[config.mk]
export PLATFORM = sky130hd
export DESIGN_NAME = sync_filter
export DESIGN_NICKNAME = d
export VERILOG_FILES = /design/src/rtl/sync_pkg.sv /design/src/rtl/sync_filter_ch.sv /design/src/rtl/sync_filter.sv
export SDC_FILE = /design/constraint.sdc
export NUM_CORES = 1
export LEC_CHECK = 0
export BUFFER_PORTS_ARGS = -buffer_cell sky130_fd_sc_hd__buf_2
export CORE_AREA = 2 2 39 41
export CTS_BUF_LIST = sky130_fd_sc_hd__clkbuf_4 sky130_fd_sc_hd__clkbuf_8
export CTS_CLUSTER_DIAMETER = 50
export DETAILED_ROUTE_END_ITERATION = 12
export DIE_AREA = 0 0 41 43
export GPL_TIMING_DRIVEN = 0
export HOLD_SLACK_MARGIN = 0.02
export SETUP_SLACK_MARGIN = 0.15
export SLEW_MARGIN = 20
export SYNTH_ARGS = -nofsm -noshare
export SYNTH_HDL_FRONTEND = slang
export SYNTH_HIERARCHICAL = 1
export SYNTH_SLANG_ARGS = --single-unit
[constraint.sdc]
create_clock -name clk -period 1.05 [get_ports clk]
set_input_delay 0.0525 -clock clk [delete_from_list [all_inputs] [get_ports clk]]
set_output_delay 0.0525 -clock clk [all_outputs]
set_load 0.03 [all_outputs]
[src/rtl/sync_pkg.sv]
// Shared constants and helpers for the sync_filter family of synchronisers.
package sync_pkg;

  // Fewest flops that still give a metastable first stage a full cycle to settle.
  localparam int SYNC_MIN_STAGES = 2;

  // Stability-counter width: max(1, clog2(filter)).
  // The counter only ever holds 0..filter-1, so clog2 is enough.
  function automatic int cnt_width(input int filter);
    return (filter <= 2) ? 1 : $clog2(filter);
  endfunction

endpackage

[src/rtl/sync_filter_ch.sv]
// One channel of sync_filter: synchroniser chain, stability counter,
// filtered output level and registered rise/fall pulses.
module sync_filter_ch
  import sync_pkg::*;
#(
  parameter int   STAGES  = 2,
  parameter int   FILTER  = 4,
  parameter logic INITIAL = 1'b0
) (
  input  logic clk,
  input  logic rst,
  input  logic in,
  output logic out,
  output logic rise,
  output logic fall,
  output logic update
);

  localparam int            CW       = cnt_width(FILTER);
  localparam logic [CW-1:0] CNT_LAST = CW'(FILTER - 1);

  // Reject parameter values the structure cannot honour.
  if (STAGES < SYNC_MIN_STAGES) begin : g_bad_stages
    $error("sync_filter_ch: STAGES must be at least %0d", SYNC_MIN_STAGES);
  end
  if (FILTER < 1) begin : g_bad_filter
    $error("sync_filter_ch: FILTER must be at least 1");
  end

  // NOTE: declaration initialisers give FPGA power-up values matching reset;
  // ASIC flows ignore them and rely on rst.
  logic [STAGES-1:0] chain  = {STAGES{INITIAL}};
  logic [CW-1:0]     cnt    = '0;
  logic              out_q  = INITIAL;
  logic              rise_q = 1'b0;
  logic              fall_q = 1'b0;

  logic s;
  logic differ;

  assign s = chain[STAGES-1];

  // Synchroniser chain: only chain[0] may go metastable.
  always_ff @(posedge clk or posedge rst) begin
    // NOTE: sequential state uses non-blocking assignment so every flop
    // samples pre-edge values regardless of statement order.
    if (rst) chain <= {STAGES{INITIAL}};
    else     chain <= {chain[STAGES-2:0], in};
  end

  // Detect a synced value that differs from the output and has now held long enough.
  always_comb begin
    // NOTE: every always_comb output is assigned unconditionally, so no latch.
    differ = s ^ out_q;
    update = differ && (cnt == CNT_LAST);
  end

  // Stability counter, output level and edge pulses.
  always_ff @(posedge clk or posedge rst) begin
    if (rst) begin
      cnt    <= '0;
      out_q  <= INITIAL;
      rise_q <= 1'b0;
      fall_q <= 1'b0;
    end else begin
      rise_q <= update & s;
      fall_q <= update & ~s;
      if (!differ) begin
        cnt <= '0;
      end else if (update) begin
        cnt   <= '0;
        out_q <= s;
      end else begin
        cnt <= cnt + 1'b1;
      end
    end
  end

  assign out  = out_q;
  assign rise = rise_q;
  assign fall = fall_q;

endmodule

[src/rtl/sync_filter.sv]
// Multi-channel synchroniser with glitch filter and edge detection.
// Each channel is independent; active flags any pulse in the same cycle.
module sync_filter
  import sync_pkg::*;
#(
  parameter int           N       = 1,
  parameter int           STAGES  = 2,
  parameter int           FILTER  = 4,
  parameter logic [N-1:0] INITIAL = '0
) (
  input  logic         clk,
  input  logic         rst,
  input  logic [N-1:0] in,
  output logic [N-1:0] out,
  output logic [N-1:0] rise,
  output logic [N-1:0] fall,
  output logic         active
);

  logic [N-1:0] update;
  logic         active_q = 1'b0;

  for (genvar i = 0; i < N; i++) begin : g_ch
    sync_filter_ch #(
      .STAGES  (STAGES),
      .FILTER  (FILTER),
      .INITIAL (INITIAL[i])
    ) u_ch (
      .clk    (clk),
      .rst    (rst),
      .in     (in[i]),
      .out    (out[i]),
      .rise   (rise[i]),
      .fall   (fall[i]),
      .update (update[i])
    );
  end

  // active is registered from the same update terms that set rise/fall.
  always_ff @(posedge clk or posedge rst) begin
    if (rst) active_q <= 1'b0;
    else     active_q <= |update;
  end

  assign active = active_q;

endmodule

## Yosys cells after proc, flatten, opt, wreduce, memory -nomap -nowiden

Cells that the tools add are included.

- Bits in registers: 8
- Input port bits: 3

- Add/sub/neg operators: 1
- Equality and inequality tests: 1
- Muxes and demuxes: 2
- Bitwise logic cells: 4
- Reduce and logical (&&, ||, !) cells: 2

Operator list:

| operator | count |
|---|---|
| two-way mux 2 bit | 2 |
| adder 2 x 1 -> 2 bit (second input constant) | 1 |
| AND 1 bit | 2 |
| == test 2 bit (second input constant) | 1 |
| AND reduction 2 bit | 1 |
| logical AND 1 bit | 1 |
| NOT 1 bit | 1 |
| bitwise XOR 1 bit | 1 |

## Logic depth before layout (Yosys ltp)

Gate-level depths: netlist of run 1.

- Word-level depth: 4
- Depth in mapped cells: 3
- Mapped depth without buffers: 3

## Cells and area by module

The synthesis of run 1 kept the hierarchy.

By module, submodules not included:

| module | instances | cells an instance | area each (um2) | seq. area each (um2) |
|---|---|---|---|---|
| sync_filter_ch | 1 | 18 | 251.5 | 175.2 |
| sync_filter | 1 | 2 | 28.8 | 25.0 |

## Worst setup path after synthesis of run 1

Ideal clock, no wire load.

- Path kind: register -> register
- Start point: register g_ch[0].u_ch.out_q
- End point: register active_q (netlist: active)
- Library setup time: 0.120 ns
- Data arrival time: 0.887 ns
- Path slack: 0.043 ns
- Cell stages (with the launch flop): 3
- Path buffers: 0
- Cell sequence: dfrtp_1 -> xor2_1 -> and2_2

- Cells in the longest elaborated chain, start to end: 2

RTL lines:

| what | line | source |
|---|---|---|
| start: declaration | sync_filter_ch.sv:34 | `logic out_q = INITIAL;` |
| start signal: assignment | sync_filter_ch.sv:72 | `out_q <= s;` |
| bitwise XOR 1 bit | sync_filter_ch.sv:54 | `differ = s ^ out_q;` |
| logical AND 1 bit | sync_filter_ch.sv:55 | `update = differ && (cnt == CNT_LAST);` |
| via update | sync_filter.sv:20 | `logic [N-1:0] update;` |
| end signal: assignment | sync_filter.sv:42 | `else active_q <= \|update;` |
| end: declaration | sync_filter.sv:21 | `logic active_q = 1'b0;` |

The timed path passes the listed nets, and every way through them passes these cells.
A chain may end at the register's enable or synchronous reset.

## Worst setup path after layout of run 1

- Start point: register g_ch[0].u_ch.out_q
- End point: output out

RTL lines:

| what | line | source |
|---|---|---|
| end: declaration | sync_filter.sv:14 | `output logic [N-1:0] out,` |

No word-level cell between the ends.

==> results of run 1 <==
## path summary, 6_finish.rpt
path	from	cells after the start	slack (ps)	to
max in group asynchronous	rst	3	540	g_ch[0].u_ch/out
hold reg to reg	g_ch[0].u_ch/chain[0]	0	350	g_ch[0].u_ch/chain[1]
min in group clk	g_ch[0].u_ch/chain[0]	0	350	g_ch[0].u_ch/chain[1]
setup / recovery	g_ch[0].u_ch/out	1	160	out
setup reg to reg	g_ch[0].u_ch/chain[1]	2	170	g_ch[0].u_ch/cnt[0]
hold / removal	rst	3	190	active
## where the power goes
part	internal, mW	switching (mW)	leakage [nW]
Clock	0.171	0.0995	0.0184
Combinational	0.189	0.151	0.102
Sequential	0.374	0.0588	0.102
Total	0.734	0.309	0.222
## registers in the layout, indices dropped and copies added, names as in the netlist
name             flops
g_ch.u_ch/chain      2
g_ch.u_ch/cnt        2
active               1
g_ch.u_ch/fall       1
g_ch.u_ch/out        1
g_ch.u_ch/rise       1
## cells by family (layout without fill, tap and decap cells)
| family | Yosys count | after routing | synth area share [%] |
|---|---|---|---|
| simple gates | 6 | 6 | 15.2 |
| fa+ha+maj | 1 | 1 | 4.46 |
| xor+xnor | 1 | 1 | 3.13 |
| buf+inv | 3 | 18 | 4.02 |
| flops | 8 | 8 | 71.4 |
| compound gates | 1 | 1 | 1.78 |
## layout make-up
| cell class | count | area [um^2] |
|---|---|---|
| fill | 139 | 951 |
| sequential | 8 | 201 |
| multi-input combinational | 9 | 91.3 |
| timing repair buffer | 11 | 78.8 |
| clock buffer | 4 | 30.0 |
| tap | 16 | 20.0 |
| inverter | 3 | 11.3 |
## cell usage after synthesis (all sizes together)
| cell | instances | area share [%] |
|---|---|---|
| ha | 1 | 4.5 |
| nor2 | 1 | 1.3 |
| nor3b | 2 | 7.1 |
| and2 | 2 | 5.4 |
| inv | 3 | 4.0 |
| dfrtp | 8 | 71 |
| nand2 | 1 | 1.3 |
| xor2 | 1 | 3.1 |
| o21ai | 1 | 1.8 |
## worst min-delay path, cell delays in order
cell and delay (ps):
dlygate4sd3_1 530, buf_2 130, inv_1 50
## timing repair
action	in CTS	in global routing
endpoints found under the setup margin	7	6
hold buffers	2	0
resized for setup	5	1
pin swaps	1	2
setup buffers	2	1
endpoints found under the hold margin	9	0
## routing by layer
metal | vias up | share of wire (%) | GRT usage, %
met5 | - | 0 | 0
met4 | 0 | 0 | 8.00
met3 | 0 | 8.4 | 3.14
met2 | 7 | 54 | 10.6
met1 | 95 | 37 | 8.70
li1 | 90 | - | -
## metrics by stage
stage	std cells	util (%)	area [um^2]	setup WS (ps)
global placement	42	24.1	334	122
detailed placement	42	24.1	334	91.6
global route	51	31.3	433	110
floorplan	20	-	284	108
CTS	50	30.7	425	152
finish	51	31.3	433	164
==> results.ini, run 1 <==
[detailed_routing]
wl_per_cell_um=9.29
postRouteAntennaNets=0
wl_um=474
drt_iter0_markers=1
drtPass1Iterations=2
via_per_inst=3.76
drc=0
vias=192

[timing]
whs_ps=190
finalHoldViolCount=0
fin_tns_setup_ps=0
skew_ps=3.36
fmax_mhz=1130
drv_slew=0
tightest_slew_ps=263
fin_crit_ps=886
rsz0062_at_grt=true
slew_headroom_pct=82.4
setup_viol=0
fin_crit_sh_pct=84.4

[power]
total_power_mw=1.04
max-vdd-ir-drop_mv=0.777
p_leak_nw=0.222
p_per_area_nw_per_um2=2410

[finish]
syn2layout_area_growth_pct=54.5
drive_above_1_share_pct=54.3
final_cell_mix=dfrtp_1, buf_2, clkbuf_4
layout_commonest_cell=dfrtp_1
n_antenna_cell=0
nNetsFinal=40

[run]
drv_cap=0

[setup_path]
critical_path.max_stage_delay_ps=440
cp_top_family=flip-flops
cp-start-kind=flop
required_ps=1000
path_buf_inv=1
arrival_ps=830
cp_cell_sequence=buf_6
timing_worst_setup_path_type=reg2out
endpoint_kind=primary output
critPathSlowestCell=dfrtp_2
worst-path-max-fanout=3

[die]
row_count=14
die_h_um=43
initial_core_util_pct=20.3
die_area_um2=1760
core-area_um2=1380
dieWidth_um=41
ioPinCount=7

[logic_synthesis]
yosysSeqAreaShare_pct=71.4
avgSynthCellArea_um2=14.0
ys_seq_elements=8
yosysUniqueCellTypes=10
synth_fp_nets=24
ys_warn_count=6
syn_area_um2=280
synthCells=20

[clock_tree]
cts-root-buf=clkbuf_4
clk_pin_slew_ps=50
cts_tree=yes
htreeDepth=1
clk_latency_ps=250
cts_buffer_depth=2
cts_buffers=3
clock-sinks=8

[global_route]
grt_max_degree=8
first_global_vias=206
grtUsageTotal_pct=7.93
grt_first_pass_wirelength_um=869
grt-ovfl-total=0
antenna_found_initial=0

[placed_design]
hpwl_um=323
gp_congestion=0.625
port_buffers=6

[min_path]
hold_path_class=in2async

[status]
status=complete, no violations

Power figures use the tool's default switching activity.
==> run 2, diff against run 1 <==
==> constraint.sdc (replaced) <==
create_clock -name clk -period 0.8 [get_ports clk]
set_input_delay 0.04 -clock clk [delete_from_list [all_inputs] [get_ports clk]]
set_output_delay 0.04 -clock clk [all_outputs]
set_load 0.03 [all_outputs]
==> results.ini, run 2 (same netlist as run 1, synthesis figures left out) <==
[setup_path]
arrival_ps=1070  ; was 830 ps
timing_worst_setup_path_type=reg2reg  ; was reg2out
worst-path-max-fanout=3  ; unchanged
reg2reg_to=g_ch[0].u_ch/cnt[0]  ; unchanged
endpoint_kind=flop  ; was primary output
cp-start-kind=flop  ; unchanged
required_ps=970  ; was 1000 ps
reg2reg_depth=2  ; unchanged
r2r_slack_ps=-100  ; was 170 ps
crit_path_start=g_ch[0].u_ch/out  ; unchanged
rr_startpoint=g_ch[0].u_ch/out  ; was g_ch[0].u_ch/chain[1]

[clock_tree]
htreeDepth=1  ; unchanged
cts_tree=yes  ; unchanged
cts_buffer_depth=2  ; unchanged
clk_latency_ps=250  ; about the same
clock-sinks=8  ; unchanged
clk_pin_slew_ps=60  ; was 50 ps
cts_buffers=3  ; unchanged
cts-root-buf=clkbuf_4  ; unchanged

[timing]
whs_ps=185  ; was 190 ps
fmax_mhz=1110
rsz0062_at_grt=true  ; unchanged
finalHoldViolCount=0  ; unchanged
tightest_slew_ps=261  ; was 263 ps
fin_crit_sh_pct=112
fin_crit_ps=900
drv_slew=0  ; unchanged
fin_tns_setup_ps=-420  ; was 0 ps
worst_slack_ps=-99.9  ; was 164 ps
slew_headroom_pct=82.6  ; was 82.4%
setup_viol=8  ; was 0
skew_ps=6.19  ; was 3.36 ps

[finish]
final_cell_mix=dfrtp_1, clkbuf_4, buf_6  ; was dfrtp_1, buf_2, clkbuf_4
reg.largest.list=g_ch.u_ch/chain: 2 flops, g_ch.u_ch/cnt: 2 flops  ; unchanged
design_area_um2=462  ; was 433 um^2
syn2layout_area_growth_pct=64.7  ; was 54.5%
n_antenna_cell=0  ; unchanged
drive_above_1_share_pct=62.9  ; was 54.3%
finalCoreUtilization_pct=33.4  ; was 31.3%
nNetsFinal=40  ; unchanged
layout_commonest_cell=dfrtp_1  ; unchanged
fill_cells=140  ; was 139

[detailed_routing]
via_per_inst=3.67  ; was 3.76
postRouteAntennaNets=0  ; unchanged
drtPass1Iterations=2  ; unchanged
drc=0  ; unchanged
wl_per_cell_um=9.47  ; was 9.29 um
vias=187  ; was 192
drt_iter0_markers=2  ; was 1
wl_um=483  ; was 474 um

[die]
die_h_um=43  ; unchanged
initial_core_util_pct=20.3  ; unchanged
ioPinCount=7  ; unchanged
dieWidth_um=41  ; unchanged
core-area_um2=1380  ; unchanged
row_count=14  ; unchanged
die_area_um2=1760  ; unchanged

[global_route]
grt-ovfl-total=0  ; unchanged
grtUsageTotal_pct=6.49  ; was 7.93%
grt_max_degree=8  ; unchanged
antenna_found_initial=0  ; unchanged
first_global_vias=187  ; was 206
grt_first_pass_wirelength_um=710  ; was 869 um

[placed_design]
port_buffers=6  ; unchanged
gp_congestion=0.639  ; was 0.625
place_area_um2=337  ; was 334 um^2
dp_slack_ps=-129  ; was 91.6 ps

[power]
max-vdd-ir-drop_mv=0.983  ; was 0.777 mV
p_leak_nw=0.225  ; was 0.222 nW
p_per_area_nw_per_um2=3080  ; was 2410 nW/um^2

[status]
status=finished, violations left  ; was complete, no violations
violations=negative setup slack

[min_path]
hold_path_class=in2async  ; unchanged

[run]
drv_cap=0  ; unchanged

[run 2: cell counts in the layout (fill, tap and decap cells not counted)]
Identical to the previous run, type by type.
[run 2: metal layers]
metal  GRT usage [%]  vias up  wire (um)  part of all wire (%)
met4            6.00        0          0                     0
met2            9.06        7        249                    52
met3            3.14        0         33                   6.8
met1            6.64       90        199                    41
met5               0        -          0                     0
li1                -       90          -                     -
[run 2: layout make-up]
class	count	area (um^2)	share of cell area, %
flip-flops and latches	8	201	43.6
multi-input cells	9	101	22.0
repair buffers	11	97.6	21.1
clock buffers	4	30.0	6.50
well taps	16	20.0	4.34
inverters	3	11.3	2.44
[run 2: critical path: stages (launching register included)]
cell,delay [ps]
dfrtp_2,440
xor2_2,190
nor3b_2,190
[run 2: power by group]
part | switching (mW) | leakage (nW) | total (mW) | internal, mW
clock | 0.139 | 0.0184 | 0.364 | 0.225
combinational | 0.213 | 0.104 | 0.487 | 0.274
sequential | 0.0800 | 0.102 | 0.571 | 0.491
total | 0.432 | 0.225 | 1.42 | 0.990
[run 2: repair_timing]
action / in CTS / in global routing
resized for setup: 12 / 2
setup endpoints to repair: 10 / 10
gates cloned: 0 / 0
hold buffers: 2 / 0
setup buffers: 2 / 1
pin swaps: 3 / 2
endpoints found under the hold margin: 9 / 0
[run 2: per-stage QoR]
stage	power, mW	std cells
6_report	1.42	51
5_1_grt	1.51	51
3_3_place_gp	0.848	42
2_1_floorplan	0.784	20
3_5_place_dp	0.866	42
4_1_cts	1.39	50
[run 2: how the worst max path moves through the flow]
| stage | depth (start not counted) | to | slack [ps] |
|---|---|---|---|
| after global routing | 2 | g_ch[0].u_ch/cnt[0] | -140 |
| after global placement | 2 | g_ch[0].u_ch/cnt[0] | -130 |
| after CTS | 1 | out | -90 |
| after detailed placement | 2 | g_ch[0].u_ch/cnt[0] | -130 |
| after floorplan | 2 | g_ch[0].u_ch/cnt[0] | -140 |
| final | 2 | g_ch[0].u_ch/cnt[0] | -100 |
==> run 3, diff against run 2 <==
--- a/config.mk
+++ b/config.mk
@@ -13,6 +13,7 @@
 export DIE_AREA = 0 0 41 43
 export GPL_TIMING_DRIVEN = 0
 export HOLD_SLACK_MARGIN = 0.02
+export PLACE_DENSITY = 0.48
 export SETUP_SLACK_MARGIN = 0.15
 export SLEW_MARGIN = 20
 export SYNTH_ARGS = -nofsm -noshare
==> results.ini, run 3 (same netlist as run 1, synthesis figures left out) <==
[global_route]
grt_max_degree=8  ; unchanged
antenna_found_initial=0  ; unchanged
first_global_vias=208  ; was 187
grt_first_pass_wirelength_um=828  ; was 710 um
grt-ovfl-total=0  ; unchanged
grtUsageTotal_pct=7.70  ; was 6.49%

[finish]
reg.largest.list=g_ch.u_ch/chain: 2 flops, g_ch.u_ch/cnt: 2 flops  ; unchanged
syn2layout_area_growth_pct=62.1  ; was 64.7%
n_antenna_cell=0  ; unchanged
drive_above_1_share_pct=57.1  ; was 62.9%
finalCoreUtilization_pct=32.8  ; was 33.4%
final_cell_mix=dfrtp_1, clkbuf_4, buf_6  ; unchanged
fin_cells=51  ; unchanged
design_area_um2=454  ; was 462 um^2
fill_cells=138  ; was 140
nNetsFinal=40  ; unchanged
layout_commonest_cell=dfrtp_1  ; unchanged

[die]
die_h_um=43  ; unchanged
ioPinCount=7  ; unchanged
dieWidth_um=41  ; unchanged
initial_core_util_pct=20.3  ; unchanged
core-area_um2=1380  ; unchanged
row_count=14  ; unchanged
die_area_um2=1760  ; unchanged

[setup_path]
worst-path-max-fanout=1  ; was 3
required_ps=940  ; was 970 ps
cp-start-kind=flop  ; unchanged
timing_worst_setup_path_type=reg2reg  ; unchanged
arrival_ps=1030  ; was 1070 ps
endpoint_kind=flop  ; unchanged

[clock_tree]
cts_buffers=3  ; unchanged
clk_latency_ps=250  ; about the same
cts-root-buf=clkbuf_4  ; unchanged
cts_tree=yes  ; unchanged
clk_pin_slew_ps=50  ; was 60 ps
clock-sinks=8  ; unchanged
htreeDepth=1  ; unchanged
cts_buffer_depth=2  ; unchanged

[placed_design]
port_buffers=6  ; unchanged
place_area_um2=337  ; unchanged
gp_congestion=0.692  ; was 0.639
dp_slack_ps=-153  ; was -129 ps
dp.cells=42  ; unchanged

[detailed_routing]
drt_iter0_markers=4  ; was 2
wl_um=461  ; was 483 um
postRouteAntennaNets=0  ; unchanged
via_per_inst=3.55  ; was 3.67
drc=0  ; unchanged
drtPass1Iterations=2  ; unchanged
vias=181  ; was 187
wl_per_cell_um=9.04  ; was 9.47 um

[power]
power_frac_seq_pct=40.3  ; was 40.2%
total_power_mw=1.41  ; was 1.42 mW
internal_power_mw=0.989  ; was 0.990 mW
clock_power_share_pct=26.0  ; was 25.6%
max-vdd-ir-drop_mv=0.890  ; was 0.983 mV
p_leak_nw=0.225  ; about the same
p_per_area_nw_per_um2=3110  ; was 3080 nW/um^2
sw_frac_of_total_pct=30.0  ; was 30.4%
power_switching_mw=0.424  ; was 0.432 mW
p_comb_share_pct=33.8  ; was 34.2%

[timing]
rsz0062_at_grt=true  ; unchanged
finalHoldViolCount=0  ; unchanged
tightest_slew_ps=278  ; was 261 ps
slew_headroom_pct=81.4  ; was 82.6%
whs_ps=170  ; was 185 ps
fin_crit_ps=884  ; was 900 ps
fin_tns_setup_ps=-363  ; was -420 ps
worst_slack_ps=-84.0  ; was -99.9 ps
fin_crit_sh_pct=110  ; was 112%
setup_viol=6  ; was 8
drv_slew=0  ; unchanged
skew_ps=3.66  ; was 6.19 ps
fmax_mhz=1130  ; was 1110 MHz

[status]
status=finished, violations left  ; unchanged
violations=negative setup slack  ; unchanged

[min_path]
hold_path_class=in2async  ; unchanged

[run]
drv_cap=0  ; unchanged

## run 3: cell counts in the layout (fill, tap and decap cells not counted)
Identical to the previous run, type by type.
## run 3: what timing repair did
item,in CTS,in global routing
setup endpoints to repair,10,10
endpoints found under the hold margin,9,0
hold buffers,2,0
setup buffers,3,0
resized for setup,12,0
pin swaps,2,0
## run 3: path summary, 6_finish.rpt
| kind | from | endpoint | slack (ps) | cells after the start |
|---|---|---|---|---|
| min in group clk | g_ch[0].u_ch/chain[0] | g_ch[0].u_ch/chain[1] | 350 | 0 |
| hold reg to reg | g_ch[0].u_ch/chain[0] | g_ch[0].u_ch/chain[1] | 350 | 0 |
| setup reg to reg | g_ch[0].u_ch/cnt[1] | g_ch[0].u_ch/cnt[1] | -80 | 2 |
| setup / recovery | g_ch[0].u_ch/cnt[1] | g_ch[0].u_ch/cnt[1] | -80 | 2 |
| max in group asynchronous | rst | g_ch[0].u_ch/out | 300 | 3 |
| hold / removal | rst | active | 170 | 3 |
## run 3: final cells by class
type | count | area, um^2 | share of cell area (%)
sequential | 8 | 201 | 44.4
timing repair buffer | 11 | 97.6 | 21.5
multi-input combinational | 9 | 93.8 | 20.7
clock buffer | 4 | 30.0 | 6.61
tap | 16 | 20.0 | 4.41
inverter | 3 | 11.3 | 2.48
## run 3: critical path, stage by stage (launching register included)
cell and delay [ps]:
dfrtp_1 400, ha_4 240, and2_4 140
## run 3: routing by layer
layer	share of wire, %	track usage, %
met3	6.3	3.14
met2	52	10.3
met4	0	8.00
met1	41	8.28
met5	0	0
## run 3: power groups by stage
stage	Combinational, mW	Sequential, mW	Clock (mW)
6_report	0.477	0.569	0.367
5_1_grt	0.512	0.579	0.406
4_1_cts	0.471	0.567	0.388
3_5_place_dp	0.314	0.552	0
3_3_place_gp	0.299	0.546	0
2_1_floorplan	0.167	0.616	0
